==> src/rtl/io_port_pkg.sv <==
// io_port_pkg: shared byte width, default FIFO depth and count-width helper for the CPU I/O port
package io_port_pkg;
  localparam int DEF_DATA_W = 8;
  localparam int DEF_DEPTH = 4;
  function automatic int cnt_w(input int depth);
    return $clog2(depth) + 1;
  endfunction
endpackage

==> src/rtl/sync_fifo.sv <==
// sync_fifo: DEPTH x DATA_W FIFO (push/pop/wdata in; rdata head, count, full, empty out); a push while full succeeds only alongside a pop
module sync_fifo
  import io_port_pkg::*;
#(
  parameter int DEPTH = DEF_DEPTH,
  parameter int DATA_W = DEF_DATA_W
) (
  input  logic                   clk,
  input  logic                   rst,
  input  logic                   push,
  input  logic                   pop,
  input  logic [DATA_W-1:0]      wdata,
  output logic [DATA_W-1:0]      rdata,
  output logic [$clog2(DEPTH):0] count,
  output logic                   full,
  output logic                   empty
);
  localparam int AW = $clog2(DEPTH);
  localparam int CW = cnt_w(DEPTH);
  logic [DATA_W-1:0] mem_q [DEPTH];
  logic [DATA_W-1:0] mem_d [DEPTH];
  logic [AW-1:0] rd_q, rd_d, wr_q, wr_d;
  logic [CW-1:0] count_q, count_d;
  logic do_push, do_pop;
  always_comb begin
    full = count_q == CW'(DEPTH);
    empty = count_q == '0;
    do_pop = pop && !empty;
    do_push = push && (!full || do_pop);
    mem_d = mem_q;
    if (do_push) mem_d[wr_q] = wdata;
    rd_d = rd_q + AW'(do_pop);
    wr_d = wr_q + AW'(do_push);
    count_d = count_q + CW'(do_push) - CW'(do_pop);
    rdata = mem_q[rd_q];
    count = count_q;
  end
  always_ff @(posedge clk or negedge rst)
    if (!rst) begin
      rd_q <= '0;
      wr_q <= '0;
      count_q <= '0;
    end else begin
      rd_q <= rd_d;
      wr_q <= wr_d;
      count_q <= count_d;
    end
  always_ff @(posedge clk) mem_q <= mem_d;
endmodule

==> src/rtl/cpu_io_port.sv <==
// cpu_io_port: host<->CPU byte bridge (RX: in_* -> cpu_i, TX: cpu_o -> out_*), occupancy counts, sticky underflow/overflow with clr_flags
module cpu_io_port
  import io_port_pkg::*;
#(
  parameter int DEPTH = DEF_DEPTH,
  parameter int DATA_W = DEF_DATA_W
) (
  input  logic                   clk,
  input  logic                   rst,
  input  logic [DATA_W-1:0]      cpu_o,
  input  logic                   cpu_o_en,
  input  logic                   cpu_i_en,
  output logic [DATA_W-1:0]      cpu_i,
  input  logic [DATA_W-1:0]      in_data,
  input  logic                   in_valid,
  output logic                   in_ready,
  output logic [DATA_W-1:0]      out_data,
  output logic                   out_valid,
  input  logic                   out_ready,
  output logic [$clog2(DEPTH):0] rx_count,
  output logic [$clog2(DEPTH):0] tx_count,
  output logic                   underflow,
  output logic                   overflow,
  input  logic                   clr_flags
);
  logic rx_empty, rx_full, tx_empty, tx_full, rx_push, tx_pop;
  logic underflow_q, underflow_d, overflow_q, overflow_d;
  logic [DATA_W-1:0] rx_head, tx_head;
  sync_fifo #(.DEPTH(DEPTH), .DATA_W(DATA_W)) u_rx (
    .clk(clk), .rst(rst), .push(rx_push), .pop(cpu_i_en), .wdata(in_data),
    .rdata(rx_head), .count(rx_count), .full(rx_full), .empty(rx_empty)
  );
  sync_fifo #(.DEPTH(DEPTH), .DATA_W(DATA_W)) u_tx (
    .clk(clk), .rst(rst), .push(cpu_o_en), .pop(tx_pop), .wdata(cpu_o),
    .rdata(tx_head), .count(tx_count), .full(tx_full), .empty(tx_empty)
  );
  always_comb begin
    in_ready = !rx_full;
    rx_push = in_valid && in_ready;
    cpu_i = rx_empty ? '0 : rx_head;
    out_valid = !tx_empty;
    tx_pop = out_valid && out_ready;
    out_data = tx_empty ? '0 : tx_head;
    underflow_d = clr_flags ? 1'b0 : underflow_q | (cpu_i_en & rx_empty);
    overflow_d = clr_flags ? 1'b0 : overflow_q | (cpu_o_en & tx_full & !tx_pop);
    underflow = underflow_q;
    overflow = overflow_q;
  end
  always_ff @(posedge clk or negedge rst)
    if (!rst) begin
      underflow_q <= 1'b0;
      overflow_q <= 1'b0;
    end else begin
      underflow_q <= underflow_d;
      overflow_q <= overflow_d;
    end
endmodule

==> config.mk <==
export PLATFORM = sky130hd
export DESIGN_NAME = cpu_io_port
export DESIGN_NICKNAME = d
export VERILOG_FILES = /design/src/rtl/io_port_pkg.sv /design/src/rtl/sync_fifo.sv /design/src/rtl/cpu_io_port.sv
export SDC_FILE = /design/constraint.sdc
export NUM_CORES = 1
export LEC_CHECK = 0
export ABC_AREA = 1
export CELL_PAD_IN_SITES_DETAIL_PLACEMENT = 1
export CELL_PAD_IN_SITES_GLOBAL_PLACEMENT = 1
export CORE_MARGIN = 1.5
export CORE_UTILIZATION = 43
export CTS_CLUSTER_SIZE = 40
export DETAILED_ROUTE_END_ITERATION = 6
export GPL_ROUTABILITY_DRIVEN = 0
export GPL_TIMING_DRIVEN = 0
export MAX_ROUTING_LAYER = met4
export PLACE_DENSITY = 0.9
export SLEW_MARGIN = 20
export SYNTH_ARGS = -nofsm -noshare
export SYNTH_HDL_FRONTEND = slang
export SYNTH_SLANG_ARGS = --single-unit
==> constraint.sdc <==
create_clock -name clk -period 2.1 [get_ports clk]
set_input_delay 0.42 -clock clk [delete_from_list [all_inputs] [get_ports clk]]
set_output_delay 0.42 -clock clk [all_outputs]
set_load 0.01 [all_outputs]
# After elaboration in Yosys (flattened, before gate mapping)

Index checks and enable logic that the tools add are counted.

$add $sub $neg: 8
Reductions and logical operators: 17
$lt $le $gt $ge: 6
Equality and inequality tests: 2
Multiplexer cells: 16
Bitwise operators: 9

Operators with widths:

| operator           | number |
|---|---|
| $bwmux 32          | 2 |
| $mux 8             | 8 |
| $bmux 8 s2         | 2 |
| $demux 8 s2        | 2 |
| $ge 3x3->1 const B | 4 |
| $not 2->3          | 4 |
| $add 2x1->2        | 4 |
| $logic_and 1x1->1  | 8 |
| $add 3x1->3        | 2 |
| $eq 3x3->1 const B | 2 |
| $logic_not 3->1    | 2 |
| $lt 3x1->1 const B | 2 |
| $sub 3x1->3        | 2 |
| $logic_not 1->1    | 5 |
| $and 1x1->1        | 3 |
| $logic_or 1x1->1   | 2 |
| $mux 1             | 2 |
| $or 1x1->1         | 2 |

Output and inout port bits: 26
Logic and storage cells: 74
Register bits after elaboration: 80
Input bits: 23

# Logic depth before layout (Yosys ltp)

Gate-level depths: netlist of the first run.

Depth in word-level cells: 8
Mapped depth: 8
Mapped depth without buffers: 8

# Hierarchy

Synthesis of the first run repeated with hierarchy kept, for this count alone.

Cells, all modules: 351
Area total of the unflattened synthesis: 3594.7 sq um

Modules (own cells, without submodules):

| module           | times used | seq. area each (sq um) | cells an instance | area each (sq um) |
|---|---|---|---|---|
| sync_fifo (u_rx) | 1          | 1136.1                 | 152               | 1672.9 |
| sync_fifo (u_tx) | 1          | 1136.1                 | 150               | 1667.8 |
| cpu_io_port      | 1          | 50.0                   | 49                | 254.0 |

# Worst setup path before layout of the first run

Ideal clock, no wire load.

Path kind: reg2reg
Start: register u_tx.count_q[1], in the netlist u_tx.count[1]
End: register u_tx.count_q[2], in the netlist u_tx.count[2]
Arrival: 1.598 ns
Stages on the path, launching flop included: 8
Path buffers: 0
Required time: 1.978 ns
Setup slack: 0.379 ns
Library setup time: 0.122 ns
Clock period less this slack: 1.721 ns
Cells stage by stage: dfrtp_1 nor2_2 nand2_2 nand3_2 o21ai_0 ha_1 fa_1 xnor2_1

Longest elaborated chain between the ends: 8
Elaborated cells on any way between the ends: 10
Classes of those cells: add/sub: 2; eq/ne: 1; reduce/logical: 7

RTL lines:

| item                     | RTL line          | source |
|---|---|---|
| start: declaration       | sync_fifo.sv:23   | `logic [CW-1:0] count_q, count_d;` |
| start signal: assignment | sync_fifo.sv:46   | `count_q <= count_d;` |
| $logic_not 3->1 (*)      | sync_fifo.sv:27   | `empty = count_q == '0;` |
| $logic_not 1->1 (*)      | cpu_io_port.sv:41 | `out_valid = !tx_empty;` |
| via out_valid            | cpu_io_port.sv:18 | `output logic out_valid,` |
| $logic_and 1x1->1        | cpu_io_port.sv:42 | `tx_pop = out_valid && out_ready;` |
| $logic_and 1x1->1 (*)    | sync_fifo.sv:28   | `do_pop = pop && !empty;` |
| $logic_or 1x1->1         | sync_fifo.sv:29   | `do_push = push && (!full \|\| do_pop);` |
| $logic_and 1x1->1        | sync_fifo.sv:29   |  |
| $add 3x1->3              | sync_fifo.sv:34   | `count_d = count_q + CW'(do_push) - CW'(do_pop);` |
| $sub 3x1->3 (*)          | sync_fifo.sv:34   |  |
| via u_tx.count_d[2]      | sync_fifo.sv:23   |  |

Mark *: on every way through the listed nets, which the timed path passes. The rest lies on a longest branch.
A chain may end at the register's enable or synchronous reset.

# Worst setup path after layout of the first run

Start: register u_rx.rd_q[0]
End: output port cpu_i[0]

Longest elaborated chain between the ends: 5

RTL lines:

| item                                      | RTL line          | source |
|---|---|---|
| start: declaration                        | sync_fifo.sv:22   | `logic [AW-1:0] rd_q, rd_d, wr_q, wr_d;` |
| start signal: assignment                  | sync_fifo.sv:44   | `rd_q <= rd_d;` |
| $not 2->3 (not written as such)           | sync_fifo.sv:35   | `rdata = mem_q[rd_q];` |
| $bmux 8 s2                                | sync_fifo.sv:35   |  |
| $mux 8 (not written as such) (2 in a row) | sync_fifo.sv:35   |  |
| $mux 8                                    | cpu_io_port.sv:40 | `cpu_i = rx_empty ? '0 : rx_head;` |
| end: declaration                          | cpu_io_port.sv:13 | `output logic [DATA_W-1:0] cpu_i,` |

No other way between the ends. The select of a mux whose other input is x is not followed.

==> flow_summary.toml, run 1 <==
[critical_path]
arrival_ns = 1.65
start_kind = "flop"
endpoint_kind = "output port"
crit_fanout = 10
worst-setup-path-type = "reg2out"
critPathCapture = "cpu_i[0]"
crit_path_start = "u_rx.rd_q[0]"
reg2reg_depth = 5
r2r-end = "u_tx.mem_q[8]"
critical_path_required_ns = 1.68
reg2reg_slack_ns = 0.17
crit-reg2reg-launch = "u_tx.count[2]"

[global_route]
gr-total-overflow = 0
grt.met3_usage = 0.0485
met1_usage = 0.258
met2_usage = 0.369
grtUsageTotal = 0.216
grt-busiest-layer = "met2"
grt_start_max_net_pins = 17
grt_pass1_wl_um = 13900
grt_pass1_vias = 2766
antenna_found_initial = 0

[detailed_routing]
wl_per_cell_um = 17.0
avgViaCountPerCell = 4.93
num_vias = 2538
drtPass1Iterations = 4
ant_nets = 0
route.detailed.drc = 0
first_iter_violations = 149
wl_um = 8760

[cts]
cts.path.max_buffers = 2
cts_sinks = 80
cts_buffers = 9
cts_tree = "yes"
cts-hold-fix-buffers = 0
clk_latency_ns = 0.35
root_buffer = "clkbuf_8"
clk_pin_slew_ns = 0.08
htreeDepth = 3

[floorplanning]
die_w_um = 96.6
core-area_um2 = 8340
die_area_um2 = 9330
initial_utilization = 0.452
ioPinCount = 49
placement_rows = 33
dieHeight_um = 96.6

[power]
power.leakage_nw = 2.02
clockPowerShare = 0.168
seqPwrFrac = 0.361
internal_power_mw = 3.98
powerDensity_nw_per_um2 = 1430
power_frac_comb = 0.472
total_power_mw = 6.58
ir_drop_uv = 796
p_switching_mw = 2.60
sw_frac_of_total = 0.395

[min_path]
min-delay-path-class = "in2async"

[logic_synthesis]
yosys-top-cells-area = "edfxtp_1 (51%), dfrtp_1 (11%), inv_1 (7.7%)"
synth_most_common_cell = "inv_1"
synth.avg_cell_area_um2 = 10.9
ys.flop_type = "edfxtp_1"
syn-num-nets = 375
synth_largest_area_cell = "edfxtp_1"
synth-seq-cells = 80
syn_inst = 346
ys_types = 22
netlist_top_cells_count = "inv_1 (77), nand2_1 (74), edfxtp_1 (64)"
netlist_area_um2 = 3770
synthArstFlopShare = 0.200
synth_top_area_frac = 0.510
synth_edf_count = 64
ys_seq_area_frac = 0.617
ys_warn_count = 0

[sta]
hold_viol_final = 0
worstMarginPinSlew_ns = 0.865
rsz0062_at_grt = "yes"
drv_slew = 0
setup_viol = 0
finalSetupTns_ns = 0
fin_crit_ns = 2.07
fin_skew_ns = 0.00878
fin_crit_sh = 0.986
slew-limit-headroom = 0.421
fmax_mhz = 483

[final_layout]
nets = 434
synthToLayoutAreaGrowth_pct = 21.9
drive_gt1_frac = 0.200
multi_input_area_um2 = 1030
n_antenna_cell = 0
final.fill_count = 904
regArea_um2 = 2320

[status]
status = "completed"

[place]
dp_hpwl_um = 6020
port-buffer-count = 48

[job]
cap_violations = 0
how the worst min path moves through the flow:
stage | from | end | slack, ns | depth (start not counted)
floorplan | rst | overflow | 0.12 | 0
global placement | u_tx.wr_q[1] | u_tx.wr_q[1] | 0.50 | 1
detailed placement | overflow | overflow | 0.52 | 2
CTS | rst | underflow | 0.54 | 1
global route | rst | u_tx.count[1] | 0.57 | 1
finish | rst | u_tx.count[1] | 0.53 | 1
power groups by stage:
| stage | Clock, mW | Sequential, mW | Combinational, mW |
|---|---|---|---|
| 2_1_floorplan | 0 | 2.36 | 1.93 |
| 6_report | 1.10 | 2.37 | 3.10 |
| 4_1_cts | 1.11 | 2.36 | 3.10 |
| 5_1_grt | 1.17 | 2.41 | 3.40 |
| 3_5_place_dp | 0 | 2.39 | 3.22 |
| 3_3_place_gp | 0 | 2.36 | 3.04 |
kinds of logic (layout without fill, tap and decap cells):
kind of cell | after synthesis | in the layout | synth area share
simple gates | 145 | 145 | 0.193
buf+inv | 91 | 155 | 0.117
flops | 80 | 80 | 0.617
compound gates | 20 | 20 | 0.0405
fa+ha+maj | 6 | 6 | 0.0239
xor+xnor | 4 | 4 | 0.00930
registers in the layout (all words and copies together) (netlist names):
name	flops
u_rx.count	3
u_rx.wr_q	2
u_tx.count	3
u_tx.wr_q	2
underflow	1
u_rx.mem_q	32
u_tx.mem_q	32
u_tx.rd_q	2
u_rx.rd_q	2
overflow	1
stage by stage:
stage          utilization  hold slack [ns]  instance area, um^2  instances  setup WS (ns)
2_1_floorplan            -            0.124                 3770        346          0.379
3_3_place_gp         0.525            0.500                 4380        499         -0.284
3_5_place_dp         0.526            0.524                 4390        499         -0.432
4_1_cts              0.549            0.537                 4580        515        0.00272
5_1_grt              0.550            0.568                 4590        515        -0.0240
6_report             0.550            0.529                 4590        515         0.0294
placed cells by master, fill, tap and decap left out, types with 3 or more instances in the layout:
cell,instances
ha_1,4
clkdlybuf4s15_1,8
nand3_1,25
clkdlybuf4s50_1,31
nor2_2,3
a21oi_1,4
a21oi_2,14
dlygate4sd2_1,7
nor2_1,5
dfrtp_1,16
nand2_1,74
nand3_2,15
edfxtp_1,64
inv_1,77
clkbuf_8,9
nand2_2,16
buf_12,4
buf_6,4
worst max-delay path, cell delays in order (launching register included):
cell and delay [ns]:
dfrtp_1 0.42, buf_6 0.17, buf_12 0.15, nand2_2 0.07, nand3_2 0.08, a21oi_2 0.16, clkdlybuf4s15_1 0.25
repair_timing:
item	in CTS	in global routing
gates resized for setup	25	14
pin swaps	0	0
hold endpoints to repair	0	0
setup buffers	0	0
setup endpoints to repair	49	17
final cells by class:
class                           count  share of cell area
Buffer                              8              0.0273
Timing Repair Buffer               48               0.101
Clock inverter                      5              0.0125
Multi-Input combinational cell    175               0.225
Tap cell                          105              0.0286
Clock buffer                       11              0.0286
Sequential cell                    80               0.506
Inverter                           83              0.0711
per-layer routing:
metal | part of all wire | vias to the layer above
met4 | 0.016 | 0
li1 | - | 1210
met5 | 0 | -
met3 | 0.043 | 10
met1 | 0.42 | 1256
met2 | 0.52 | 62
Power figures use the tool's default switching activity.
==> run 2: changes to the inputs <==
==> constraint.sdc (replaced) <==
create_clock -name clk -period 2.1 [get_ports clk]
set_input_delay 0.42 -clock clk [delete_from_list [all_inputs] [get_ports clk]]
set_output_delay 0.42 -clock clk [all_outputs]
set_load 0.02 [all_outputs]
==> run 2 against run 1 <==
  * Critical path depth unchanged
  * Flip-flop and latch count unchanged
  * Die area unchanged
  * Non-clock buffer count unchanged
  * Via count down 0.43%
  * Power up 2.3%
  * Cell area down 1.6%
  * Clock power about the same
  * Worst hold slack worse by 0.0059 ns
  * Clock skew up 0.0045 ns
  * Highest routed layer unchanged
==> flow_summary.toml, run 2 (synthesis gave the netlist of run 1 again) <==
[status]
status = "completed"

[job]
cap_violations = 0

[power]
p_switching_mw = 2.85
powerDensity_nw_per_um2 = 1490
internal_power_mw = 3.88
sw_frac_of_total = 0.423
clockPowerShare = 0.162
seqPwrFrac = 0.351
power.leakage_nw = 2.00
power_frac_comb = 0.487
ir_drop_uv = 837

[min_path]
min-delay-path-class = "in2async"

[floorplanning]
placement_rows = 33
core-area_um2 = 8340
die_w_um = 96.6
ioPinCount = 49
dieHeight_um = 96.6
initial_utilization = 0.452
die_area_um2 = 9330

[sta]
fin_crit_ns = 2.03
fin_skew_ns = 0.0133
finalSetupTns_ns = 0
fmax_mhz = 493
drv_slew = 0
slew-limit-headroom = 0.428
fin_crit_sh = 0.966
layout_setup_ws_ns = 0.0721
setup_viol = 0
rsz0062_at_grt = "no"
hold_viol_final = 0
worstMarginPinSlew_ns = 0.855

[detailed_routing]
route.detailed.drc = 0
ant_nets = 0
num_vias = 2527
drtPass1Iterations = 4
first_iter_violations = 147
avgViaCountPerCell = 4.91
wl_um = 8830
wl_per_cell_um = 17.1

[critical_path]
path_depth = 6
r2r-end = "u_tx.count[2]"
endpoint_kind = "output port"
cp_num_buf_inv = 3
cp_cell_sequence = "buf_6 > buf_12 > nand2_2 > nand3_2 > a21oi_2 > buf_2"
crit-reg2reg-launch = "u_tx.count[1]"
crit_path_start = "u_rx.rd_q[0]"
reg2reg_depth = 7
crit_fanout = 10
worst-setup-path-type = "reg2out"
crit_slowest_cell = "dfrtp_1"
start_kind = "flop"
arrival_ns = 1.61
reg2reg_slack_ns = 0.17
crit_family = "buffers and inverters"
cp_slowest_stage_delay_ns = 0.42
critPathCapture = "cpu_i[4]"
critical_path_required_ns = 1.68

[final_layout]
multi_input_area_um2 = 1030
synthToLayoutAreaGrowth_pct = 20.0
biggestRegsByFlops = "u_rx.mem_q: 32 flops, u_tx.mem_q: 32 flops"
final.fill_count = 917
final_area_um2 = 4520
final_cell_mix = "inv_1 (77), nand2_1 (74), edfxtp_1 (64)"
regArea_um2 = 2320
n_antenna_cell = 0
drive_gt1_frac = 0.239
nets = 434
final_common_cell = "inv_1"

[cts]
clk_pin_slew_ns = 0.09
htreeDepth = 3
root_buffer = "clkbuf_8"
cts_sinks = 80
cts.path.max_buffers = 2
cts_buffers = 9
cts_tree = "yes"
clk_latency_ns = 0.35

[place]
dp_hpwl_um = 6020
placed_area_um2 = 4390
dp_slack_ns = -0.432
port-buffer-count = 48

[global_route]
antenna_found_initial = 0
grtUsageTotal = 0.219
gr-total-overflow = 0
grt_pass1_wl_um = 14100
grt_pass1_vias = 2773
grt_start_max_net_pins = 17
## run 2: worst min-delay path by stage
stage,endpoint,slack (ns),depth (start not counted)
floorplan,overflow,0.12,0
global placement,u_tx.wr_q[1],0.50,1
detailed placement,overflow,0.52,2
CTS,underflow,0.54,1
global route,u_tx.count[1],0.57,1
finish,u_tx.count[1],0.52,1
## run 2: final cells by class
type                       instances  area share
multi-input combinational        175       0.228
inverter                          83      0.0717
tap                              105      0.0291
buffer                             8      0.0277
clock inverter                     5      0.0127
sequential                        80       0.514
timing repair buffer              48      0.0880
clock buffer                      11      0.0291
## run 2: per-stage QoR
| step | util | instances | power, mW | hold WS (ns) |
|---|---|---|---|---|
| after floorplan | - | 346 | 4.55 | 0.124 |
| after global placement | 0.525 | 499 | 5.66 | 0.500 |
| after detailed placement | 0.526 | 499 | 5.88 | 0.524 |
| after CTS | 0.552 | 515 | 6.91 | 0.537 |
| after global routing | 0.542 | 515 | 7.13 | 0.568 |
| final | 0.542 | 515 | 6.73 | 0.523 |
## run 2: repair_timing
| action | 4_1_cts | 5_1_grt |
|---|---|---|
| setup buffers | 0 | 0 |
| hold buffers | 0 | 0 |
| cloned | 0 | 0 |
| endpoints found under the setup margin | 49 | 16 |
| resized for setup | 48 | 19 |
| pin swaps | 0 | 0 |
## run 2: power groups by stage
stage | registers [mW] | logic [mW] | clock network (mW)
2_1_floorplan | 2.41 | 2.14 | 0
4_1_cts | 2.36 | 3.44 | 1.11
5_1_grt | 2.40 | 3.56 | 1.17
6_report | 2.36 | 3.27 | 1.09
3_5_place_dp | 2.39 | 3.49 | 0
3_3_place_gp | 2.36 | 3.30 | 0
## run 2: per-layer routing
layer	share of wire	global-route usage	routed length [um]
met2	0.51	0.371	4530
met1	0.43	0.266	3770
met5	0	-	0
met4	0.018	0.0604	162
met3	0.041	0.0477	361
